$ cat src/rtl/uart_aes_pkg.sv
// Shared definitions for the UART-to-AES receive path.
// Contents:
//   rx_state_e           - receive FSM state encoding
//   DEFAULT_CLKS_PER_BIT - 100 MHz clock / 115200 baud
//   BLOCK_BYTES, BLOCK_W - AES block geometry (16 bytes, 128 bits)
package uart_aes_pkg;

    typedef enum logic [2:0] {
        IDLE      = 3'd0,
        START     = 3'd1,
        DATA      = 3'd2,
        STOP      = 3'd3,
        WAIT_IDLE = 3'd4
    } rx_state_e;

    localparam int DEFAULT_CLKS_PER_BIT = 868;
    localparam int BLOCK_BYTES          = 16;
    localparam int BLOCK_W              = 128;

endpackage

$ cat src/rtl/uart_rx_byte.sv
// 8N1 UART byte receiver: 2-FF synchroniser, bit timer, receive FSM and
// shift register.
// Ports:
//   clk        - system clock, rising edge
//   reset      - synchronous, active-high
//   rx_in      - asynchronous serial line, idle high
//   byte_data  - last byte shifted in (valid while byte_valid is high)
//   byte_valid - one-cycle strobe in the cycle the good stop bit is sampled
//   frame_err  - one-cycle strobe in the cycle a bad stop bit is sampled
//   busy       - registered; high from start-bit acceptance to stop sample
// byte_valid/frame_err are decodes of registered state so the parent can
// register them on the same edge the stop sample is taken.
module uart_rx_byte
    import uart_aes_pkg::*;
#(
    parameter int CLKS_PER_BIT = DEFAULT_CLKS_PER_BIT
) (
    input  logic       clk,
    input  logic       reset,
    input  logic       rx_in,
    output logic [7:0] byte_data,
    output logic       byte_valid,
    output logic       frame_err,
    output logic       busy
);

    localparam int TIMER_W = $clog2(CLKS_PER_BIT);
    localparam logic [TIMER_W-1:0] HALF_LAST = TIMER_W'(CLKS_PER_BIT / 2 - 1);
    localparam logic [TIMER_W-1:0] FULL_LAST = TIMER_W'(CLKS_PER_BIT - 1);

    logic               sync1_r;
    logic               sync2_r;
    logic               rx_s;
    rx_state_e          state_r;
    rx_state_e          state_s;
    logic [TIMER_W-1:0] timer_r;
    logic [TIMER_W-1:0] timer_s;
    logic [2:0]         bit_idx_r;
    logic [2:0]         bit_idx_s;
    logic [7:0]         shift_r;
    logic [7:0]         shift_s;
    logic               busy_r;
    logic               busy_s;
    logic               byte_valid_s;
    logic               frame_err_s;

    assign rx_s = sync2_r;

    // Synchroniser for the asynchronous line; resets to the idle level.
    always_ff @(posedge clk) begin
        if (reset) begin
            sync1_r <= 1'b1;
            sync2_r <= 1'b1;
        end else begin
            sync1_r <= rx_in;
            sync2_r <= sync1_r;
        end
    end

    // FSM, bit timer, bit index, shift register and busy flag registers.
    always_ff @(posedge clk) begin
        if (reset) begin
            state_r   <= IDLE;
            timer_r   <= '0;
            bit_idx_r <= 3'd0;
            shift_r   <= 8'h00;
            busy_r    <= 1'b0;
        end else begin
            state_r   <= state_s;
            timer_r   <= timer_s;
            bit_idx_r <= bit_idx_s;
            shift_r   <= shift_s;
            busy_r    <= busy_s;
        end
    end

    // Next-state logic; the timer restarts at every sample point so each
    // sample lands mid-bit relative to the detected start edge.
    always_comb begin
        state_s      = state_r;
        timer_s      = timer_r + TIMER_W'(1);
        bit_idx_s    = bit_idx_r;
        shift_s      = shift_r;
        busy_s       = busy_r;
        byte_valid_s = 1'b0;
        frame_err_s  = 1'b0;
        case (state_r)
            IDLE: begin
                timer_s = '0;
                if (!rx_s) begin
                    state_s = START;
                end else begin
                    state_s = IDLE;
                end
            end
            START: begin
                if (timer_r == HALF_LAST) begin
                    timer_s = '0;
                    if (rx_s) begin
                        // Glitch shorter than half a bit: silently ignore.
                        state_s = IDLE;
                    end else begin
                        state_s   = DATA;
                        busy_s    = 1'b1;
                        bit_idx_s = 3'd0;
                    end
                end else begin
                    state_s = START;
                end
            end
            DATA: begin
                if (timer_r == FULL_LAST) begin
                    timer_s   = '0;
                    shift_s   = {rx_s, shift_r[7:1]};
                    bit_idx_s = bit_idx_r + 3'd1;
                    if (bit_idx_r == 3'd7) begin
                        state_s = STOP;
                    end else begin
                        state_s = DATA;
                    end
                end else begin
                    state_s = DATA;
                end
            end
            STOP: begin
                if (timer_r == FULL_LAST) begin
                    timer_s = '0;
                    busy_s  = 1'b0;
                    if (rx_s) begin
                        byte_valid_s = 1'b1;
                        state_s      = IDLE;
                    end else begin
                        frame_err_s = 1'b1;
                        state_s     = WAIT_IDLE;
                    end
                end else begin
                    state_s = STOP;
                end
            end
            WAIT_IDLE: begin
                // A held-low line (break) must not be taken as a new start.
                timer_s = '0;
                if (rx_s) begin
                    state_s = IDLE;
                end else begin
                    state_s = WAIT_IDLE;
                end
            end
            default: begin
                state_s = IDLE;
                timer_s = '0;
                busy_s  = 1'b0;
            end
        endcase
    end

    assign byte_data  = shift_r;
    assign byte_valid = byte_valid_s;
    assign frame_err  = frame_err_s;
    assign busy       = busy_r;

endmodule

$ cat src/rtl/uart_rx_block.sv
// UART receiver that packs BYTES_PER_BLOCK consecutive 8N1 bytes into one
// AES block, first byte in the most significant byte.
// Optional feature macro: RX_TIMEOUT_EN (inter-byte idle timeout).
// Ports:
//   clk         - system clock, rising edge
//   reset       - synchronous, active-high; discards any partial block
//   rx_in       - serial line from TOP_TX tx_out, idle high
//   block_out   - last completed block; held until the next one completes
//   block_valid - one-cycle pulse when block_out updates
//   frame_err   - one-cycle pulse on a bad stop bit (partial block dropped)
//   timeout_err - one-cycle pulse on inter-byte timeout (0 without macro)
//   busy        - high from start-bit acceptance until the stop sample
module uart_rx_block
    import uart_aes_pkg::*;
#(
    parameter int CLKS_PER_BIT    = DEFAULT_CLKS_PER_BIT,
    parameter int BYTES_PER_BLOCK = BLOCK_BYTES,
    parameter int TIMEOUT_BITS    = 32
) (
    input  logic                         clk,
    input  logic                         reset,
    input  logic                         rx_in,
    output logic [8*BYTES_PER_BLOCK-1:0] block_out,
    output logic                         block_valid,
    output logic                         frame_err,
    output logic                         timeout_err,
    output logic                         busy
);

    localparam int W     = 8 * BYTES_PER_BLOCK;
    localparam int CNT_W = $clog2(BYTES_PER_BLOCK + 1);
    localparam logic [CNT_W-1:0] LAST_BYTE = CNT_W'(BYTES_PER_BLOCK - 1);

    logic [7:0]       byte_data_s;
    logic             byte_valid_s;
    logic             byte_ferr_s;
    logic             busy_s;
    logic             timeout_hit_s;
    logic [W-1:0]     pack_s;
    logic [CNT_W-1:0] byte_cnt_r;
    logic [W-1:0]     pack_r;
    logic [W-1:0]     block_out_r;
    logic             block_valid_r;
    logic             frame_err_r;
    logic             timeout_err_r;

    uart_rx_byte #(
        .CLKS_PER_BIT(CLKS_PER_BIT)
    ) u_rx_byte (
        .clk       (clk),
        .reset     (reset),
        .rx_in     (rx_in),
        .byte_data (byte_data_s),
        .byte_valid(byte_valid_s),
        .frame_err (byte_ferr_s),
        .busy      (busy_s)
    );

    // Shifting left means byte k ends up at [W-1-8k -: 8] once all are in.
    always_comb begin
        pack_s = (pack_r << 8) | W'(byte_data_s);
    end

`ifdef RX_TIMEOUT_EN
    localparam int TO_LIMIT = TIMEOUT_BITS * CLKS_PER_BIT;
    localparam int TO_W     = $clog2(TO_LIMIT + 1);

    logic [TO_W-1:0] idle_cnt_r;

    // Idle time is measured while no byte is in flight (busy low), which
    // also covers a false start between bytes of a partial block.
    assign timeout_hit_s = !busy_s && (byte_cnt_r != '0) &&
                           (idle_cnt_r == TO_W'(TO_LIMIT - 1));

    // Inter-byte idle counter; cleared by an accepted start or an empty block.
    always_ff @(posedge clk) begin
        if (reset) begin
            idle_cnt_r <= '0;
        end else if (busy_s || (byte_cnt_r == '0) || timeout_hit_s) begin
            idle_cnt_r <= '0;
        end else begin
            idle_cnt_r <= idle_cnt_r + TO_W'(1);
        end
    end
`else
    assign timeout_hit_s = 1'b0;
`endif

    // Byte counter, packing register and registered block/error outputs.
    always_ff @(posedge clk) begin
        if (reset) begin
            byte_cnt_r    <= '0;
            pack_r        <= '0;
            block_out_r   <= '0;
            block_valid_r <= 1'b0;
            frame_err_r   <= 1'b0;
            timeout_err_r <= 1'b0;
        end else begin
            block_valid_r <= 1'b0;
            frame_err_r   <= byte_ferr_s;
            timeout_err_r <= timeout_hit_s;
            if (byte_ferr_s) begin
                byte_cnt_r <= '0;
            end else if (byte_valid_s) begin
                pack_r <= pack_s;
                if (byte_cnt_r == LAST_BYTE) begin
                    byte_cnt_r    <= '0;
                    block_out_r   <= pack_s;
                    block_valid_r <= 1'b1;
                end else begin
                    byte_cnt_r <= byte_cnt_r + CNT_W'(1);
                end
            end else if (timeout_hit_s) begin
                byte_cnt_r <= '0;
            end else begin
                byte_cnt_r <= byte_cnt_r;
            end
        end
    end

    assign block_out   = block_out_r;
    assign block_valid = block_valid_r;
    assign frame_err   = frame_err_r;
    assign timeout_err = timeout_err_r;
    assign busy        = busy_s;

endmodule

$ cat config.mk
export PLATFORM = sky130hd
export DESIGN_NAME = uart_rx_block
export DESIGN_NICKNAME = d
export VERILOG_FILES = /design/src/rtl/uart_aes_pkg.sv /design/src/rtl/uart_rx_byte.sv /design/src/rtl/uart_rx_block.sv
export SDC_FILE = /design/constraint.sdc
export NUM_CORES = 1
export LEC_CHECK = 0
export ABC_CLOCK_PERIOD_IN_PS = 2000
export CAP_MARGIN = 20
export CORE_MARGIN = 1.5
export CORE_UTILIZATION = 43
export CTS_CLUSTER_SIZE = 16
export DETAILED_ROUTE_END_ITERATION = 8
export HOLD_SLACK_MARGIN = 0.03
export PLACE_DENSITY = 0.67
export SLEW_MARGIN = 10
export SYNTH_ARGS = -nofsm -noshare
export SYNTH_HDL_FRONTEND = slang
export SYNTH_SLANG_ARGS = --single-unit
$ cat constraint.sdc
create_clock -name clk -period 2 [get_ports clk]
set_input_delay 0.4 -clock clk [delete_from_list [all_inputs] [get_ports clk]]
set_output_delay 0.4 -clock clk [all_outputs]
set_load 0.005 [all_outputs]
After elaboration in Yosys (flattened, before gate mapping)
Cells that the tools add are included.
{ "totals": {"regBits": 282, "latch_bits": 0, "mem_bits_rw": 0, "mem_bits_ro": 0, "input_bits": 3, "output_inout_bits": 132, "word_cells": 69, "n_memories": 0} }
{ "classes": {"n_addsub": 3, "mul": 0, "n_div": 0, "order_cmp": 0, "eq_ne": 12, "shifts": 0, "muxes": 27, "n_bitwise": 4, "reduce_logical": 11} }
{ "op_table": {"columns": ["cell", "n"], "rows": [
  ["128-bit by 8-bit OR with 128-bit output", 1],
  ["10-bit two-way mux", 2],
  ["10-bit one-hot mux with 2 select lines", 1],
  ["3-bit two-way mux", 5],
  ["3-bit one-hot mux with 5 select lines", 1],
  ["1-bit two-way mux", 13],
  ["10-bit by 1-bit adder with 10-bit output (second input constant)", 1],
  ["10-bit == test (second input constant)", 1],
  ["10-bit by 9-bit == test with 1-bit output (second input constant)", 1],
  ["4-bit AND reduction", 2],
  ["3-bit by 2-bit == test with 1-bit output (second input constant)", 2],
  ["3-bit == test (second input constant)", 2],
  ["2-bit by 1-bit inequality test with 1-bit output (second input constant)", 3],
  ["3-bit one-hot mux with 2 select lines", 1],
  ["3-bit OR reduction", 2],
  ["5-bit by 1-bit adder with 5-bit output (second input constant)", 1],
  ["5-bit by 4-bit == test with 1-bit output (second input constant)", 1],
  ["5-bit two-way mux", 1],
  ["2-bit two-way mux", 2],
  ["2-bit AND reduction", 2],
  ["2-bit OR reduction", 2],
  ["3-bit by 1-bit adder with 3-bit output (second input constant)", 1],
  ["3-bit by 1-bit == test with 1-bit output (second input constant)", 1],
  ["3-bit logical NOT", 1],
  ["5 further kinds", 7]
]} }

Longest topological paths before layout
{ "depth": {"word_depth": 5, "depth_mapped": 8} }

Hierarchy
Synthesis repeated with hierarchy kept, for this count alone.
{ "unflattened": {"hier_cells": 1250, "hier_area_um2": 11506.0} }
{ "modules_own_cells": {"columns": ["module", "n_inst", "cells_each", "area_each_um2", "seq_area_each_um2"], "rows": [
  ["uart_rx_block", 1, 1108, 10211.0, 5104.9],
  ["uart_rx_byte", 1, 142, 1295.0, 540.5]
]} }

Worst setup path before layout
Ideal clock, no wire load.
{ "synth_timing": {"kind": "register to register", "startpoint": "register u_rx_byte.timer_r[0]", "endpoint": "register u_rx_byte.bit_idx_r[1]", "t_arrival_ns": 1.765, "required_time_ns": 1.884, "setup_slack_ns": 0.118, "stages_incl_launch_ff": 6, "period_less_slack_ns": 1.882, "path_cell_list": "dfxtp_1 ha_1 or3b_1 or4b_4 and4_1 a41o_1"} }
{ "synth_between": {"elab_chain_len": 3, "word_cells_on_any_way": 5} }
{ "synth_rtl": {"columns": ["element", "line_no", "source"], "rows": [
  ["from (decl)", "uart_rx_byte.sv:36", "logic [TIMER_W-1:0] timer_r;"],
  ["from (signal assigned)", "uart_rx_byte.sv:70", "timer_r <= timer_s;"],
  ["10-bit == test / 10-bit by 9-bit == test with 1-bit output (equally long branches)", "uart_rx_byte.sv:112, uart_rx_byte.sv:97", null],
  ["2-bit by 1-bit inequality test with 1-bit output (no source line)", null, null],
  ["4-bit AND reduction (no source line) (*)", null, null],
  ["to (signal assigned)", "uart_rx_byte.sv:71", "bit_idx_r <= bit_idx_s;"],
  ["to (decl)", "uart_rx_byte.sv:38", "logic [2:0] bit_idx_r;"]
]} }
Mark *: on every way between the ends. The rest lies on a longest branch, timed or not.
A chain may end at the register's enable or synchronous reset.

Final worst setup path
{ "layout_timing": {"startpoint": "register u_rx_byte.timer_r[1]", "endpoint": "register u_rx_byte.bit_idx_r[1]"} }
Same word-level chain as after synthesis.

==> results.json <==
{
  "critical_path_peak_fanout": 4,
  "final_cell_count_no_fill": 1702,
  "syn-cell-area_mm2": 0.0105,
  "sequential_cell_area_mm2": 0.00565,
  "count_of_maximum_capacitance_violations": 0,
  "synth-edff-count": 0,
  "power.leakage_nw": 4.36,
  "tritoncts.num_buffers": 29,
  "worst_hold_path_type": "input port to flop",
  "groute.layer.met1.usage_pct": 26.6,
  "worst_setup_path_start_kind": "flop",
  "p_seq_share_pct": 48.6,
  "hp-start": "reset",
  "fraction_of_final_layout_cells_sized_beyond_drive_strength_1_pct": 7.69,
  "cts_root_buffer": "sky130_fd_sc_hd__clkbuf_16",
  "start_util_pct": 43.5,
  "min_period_over_period_pct": 98.0,
  "floorplan.die.height_um": 159,
  "sequential_area_share_after_synthesis_pct": 53.7,
  "globalRoute.totalOverflow": 0,
  "globalRouteMet3Util_pct": 3.31,
  "layout.filler_cells": 2223,
  "synthesis.yosys.warnings": 0,
  "tmin_final_ns": 1.96,
  "cp.arrival_ns": 2.38,
  "comb_power_share_pct": 1.1,
  "p_int_mw": 9.29,
  "cts-root-to-sink-buffers": 3,
  "postSynthRegisterBits": 282,
  "report.final.slew_viol_count": 0,
  "clockPowerShare_pct": 50.3,
  "die_area_mm2": 0.0254,
  "multi_input_area_mm2": 0.00427,
  "synthToLayoutAreaGrowth_pct": 26.9,
  "cts.htree.levels": 1,
  "p_per_area_mw_per_mm2": 867,
  "n_antenna_cell": 0,
  "vias_per_cell": 5.30,
  "worstSetupStartpoint": "u_rx_byte.timer_r[1]",
  "grt_antenna_before_repair": 0,
  "layout.core_utilization_pct": 55.2,
  "cpPeakStageDelay_ns": 0.53,
  "setup_fix_bufs_post_cts": 0,
  "dp_cells": 1653,
  "worst_skew_pair.late_latency_ns": 0.53,
  "vias": 9027,
  "final_skew_ns": 0.0128,
  "detail_route.wirelength_um": 25200,
  "final-setup-viol-count": 0,
  "worst_r2r_startpoint": "u_rx_byte.timer_r[1]",
  "core-area_mm2": 0.0242,
  "floorplan.rows": 57,
  "drt_first_pass_iters": 5,
  "floorplan.die.width_um": 159,
  "postSynthAreaPerCell_um2": 8.26,
  "irDropWorstVdd_mv": 0.530,
  "power_switching_share_pct": 19.7,
  "crit_required_ns": 2.42,
  "cts_tree": "done",
  "timing.hold.worst_endpoint": "block_out[61]",
  "buffer_ports.inserted": 133,
  "detail_route.drc_violations": 0,
  "clock_sinks": 282,
  "setup.worst_path.end_class": "flop",
  "r2r.worst_path.cells": 6,
  "power.net_switching_mw": 2.28,
  "grt_pass1_vias": 8202,
  "class_of_the_most_critical_setup_path": "flop to flop",
  "run_status": "finished, final reports clean",
  "postRouteAntennaNets": 0,
  "grt_max_degree": 104,
  "met2_usage_pct": 32.0,
  "wl_per_cell_um": 14.8,
  "yosys_cell_types": 46,
  "synthesis.nets": 1281,
  "timing.fmax_ghz": 0.510,
  "cts_hold_buffers": 0,
  "global_route.peak_usage_layer": "met2",
  "ioPinCount": 135,
  "slowest_stage": "sky130_fd_sc_hd__or4b_4",
  "final_hold_violation_count": 0,
  "grt.total_usage_pct": 19.4,
  "postCtsResizedCells": 0,
  "nNetsFinal": 1368,
  "detailedRoute.firstIterationViolations": 704,
  "min_path_cells": 2,
  "yosys_most_used_dff": "sky130_fd_sc_hd__dfxtp_1",
  "grt_pass1_wl_um": 41900,
  "post-dp-hpwl_um": 15700,
  "crit-reg2reg-capture": "u_rx_byte.bit_idx_r[1]",
  "routabilityCongestion": 0.819,
  "ordered_cell_list_for_the_critical_path": "inv_2 > ha_2 > or3b_4 > or4b_4 > and4_1 > a41o_1",
  "setup.reg_to_reg.worst_slack_ns": 0.04,
  "synthCells": 1273,
  "synth_async_sr_flop_share_pct": 0,
  "clk_pin_slew_ns": 0.06
}
## cell type report
cell class	count	share of cell area (%)
timing repair buffer	177	14.7
sequential	282	42.3
clock buffer	34	5.80
inverter	5	0.141
clock inverter	15	1.96
tap	324	3.04
multi-input combinational	865	32.0
## critical path: cells and delay by family (launching register included)
family,cells,cell delay (ns)
buffers and inverters,1,0.05
and+or+nand+nor,3,1.11
DFF,1,0.34
adders and majority gates,1,0.17
AOI/OAI and AO/OA,1,0.19
## per-layer routing
layer | vias to the layer above | part of all wire [%]
met4 | 0 | 1.5
met3 | 27 | 4.4
met1 | 4274 | 45
met5 | - | 0
li1 | 4544 | -
met2 | 182 | 49
## state kept, by name, indices dropped and copies added, names as in the netlist, 3 cells and up
register and cells:
u_rx_byte.byte_data 8, u_rx_byte.state_r 3, byte_cnt_r 5, u_rx_byte.timer_r 10, block_out 128, pack_r 120
u_rx_byte.bit_idx_r 3
## synthesized netlist by cell type, types with 4 or more instances
master | instances | area [um^2]
sky130_fd_sc_hd__inv_1 | 5 | 18.8
sky130_fd_sc_hd__dfxtp_1 | 282 | 5650
sky130_fd_sc_hd__and3_1 | 4 | 25.0
sky130_fd_sc_hd__nand3_1 | 136 | 681
sky130_fd_sc_hd__xor2_1 | 6 | 52.6
sky130_fd_sc_hd__buf_4 | 17 | 128
sky130_fd_sc_hd__nand2_1 | 246 | 923
sky130_fd_sc_hd__ha_1 | 5 | 62.6
sky130_fd_sc_hd__buf_2 | 19 | 95.1
sky130_fd_sc_hd__and4_1 | 4 | 35.0
sky130_fd_sc_hd__a21oi_1 | 252 | 1260
sky130_fd_sc_hd__nand4_1 | 5 | 31.3
sky130_fd_sc_hd__clkbuf_1 | 77 | 289
sky130_fd_sc_hd__buf_6 | 7 | 78.8
sky130_fd_sc_hd__mux2i_1 | 9 | 90.1
sky130_fd_sc_hd__o21ai_0 | 129 | 646
sky130_fd_sc_hd__nor2_1 | 23 | 86.3
sky130_fd_sc_hd__nor2b_1 | 4 | 25.0
## cells by family (layout without fill, tap and decap cells)
family | Yosys count | after routing | synth area share (%)
adders and majority gates | 5 | 5 | 0.595
and+or+nand+nor | 444 | 444 | 18.9
buffers and inverters | 126 | 231 | 5.88
xor gates and xnor gates | 9 | 9 | 0.749
muxes | 9 | 9 | 0.856
DFF | 282 | 282 | 53.7
other | 1 | 1 | 0.0357
AOI/OAI and AO/OA | 397 | 397 | 19.3
## layout by cell type (no fill, tap or decap), types with 2 or more instances in the layout
master                            synthesis  layout
sky130_fd_sc_hd__a211oi_1                 2       2
sky130_fd_sc_hd__a21oi_1                252     252
sky130_fd_sc_hd__a31oi_1                  3       3
sky130_fd_sc_hd__a41o_1                   2       2
sky130_fd_sc_hd__and3_1                   4       4
sky130_fd_sc_hd__and4_1                   4       3
sky130_fd_sc_hd__and4b_1                  3       3
sky130_fd_sc_hd__buf_12                   0      22
sky130_fd_sc_hd__buf_4                   17      20
sky130_fd_sc_hd__bufinv_16                0       7
sky130_fd_sc_hd__clkbuf_1                77       2
sky130_fd_sc_hd__clkbuf_16                0      29
sky130_fd_sc_hd__clkbuf_8                 0       4
sky130_fd_sc_hd__clkdlybuf4s50_1          0     132
sky130_fd_sc_hd__clkinv_2                 0       4
sky130_fd_sc_hd__clkinvlp_4               0       3
sky130_fd_sc_hd__dfxtp_1                282     280
sky130_fd_sc_hd__dfxtp_2                  0       2
sky130_fd_sc_hd__ha_1                     5       4
sky130_fd_sc_hd__inv_1                    5       4
sky130_fd_sc_hd__mux2i_1                  9       9
sky130_fd_sc_hd__nand2_1                246     246
sky130_fd_sc_hd__nand3_1                136     136
sky130_fd_sc_hd__nand4_1                  5       5
sky130_fd_sc_hd__nor2_1                  23      23
sky130_fd_sc_hd__nor2b_1                  4       4
sky130_fd_sc_hd__nor3_1                   3       2
sky130_fd_sc_hd__o21ai_0                129     129
sky130_fd_sc_hd__o21ai_1                  3       3
sky130_fd_sc_hd__or2_2                    2       2
sky130_fd_sc_hd__or3_1                    3       2
sky130_fd_sc_hd__xnor2_1                  3       3
sky130_fd_sc_hd__xor2_1                   6       6
## per-stage QoR
step / worst slack [ns] / TNS, ns / area [um^2] / hold slack, ns / total power, mW
floorplan: 0.118 / 0 / 10500 / 0.389 / 5.84
global placement: 0.106 / 0 / 12300 / 0.392 / 5.87
detailed placement: 0.0479 / 0 / 12300 / 0.393 / 5.87
CTS: 0.0383 / 0 / 13300 / 0.287 / 11.7
global route: -0.00424 / -0.00424 / 13300 / 0.309 / 12.0
finish: 0.0392 / 0 / 13300 / 0.303 / 11.6
## power by group through the flow
stage	sequential (mW)	combinational, mW	clock [mW]
2_1_floorplan	5.75	0.0901	0
6_report	5.62	0.127	5.82
3_5_place_dp	5.75	0.127	0
4_1_cts	5.62	0.127	5.96
3_3_place_gp	5.75	0.127	0
5_1_grt	5.62	0.140	6.23
## worst max-delay path by stage
| stage | endpoint | slack, ns |
|---|---|---|
| 2_1_floorplan | u_rx_byte.bit_idx_r[1] | 0.12 |
| 3_5_place_dp | u_rx_byte.bit_idx_r[2] | 0.05 |
| 3_3_place_gp | u_rx_byte.bit_idx_r[2] | 0.11 |
| 5_1_grt | u_rx_byte.bit_idx_r[1] | -0.004 |
| 4_1_cts | u_rx_byte.bit_idx_r[2] | 0.04 |
| 6_report | u_rx_byte.bit_idx_r[1] | 0.04 |
No activity file was read; power rests on OpenSTA's default activity.
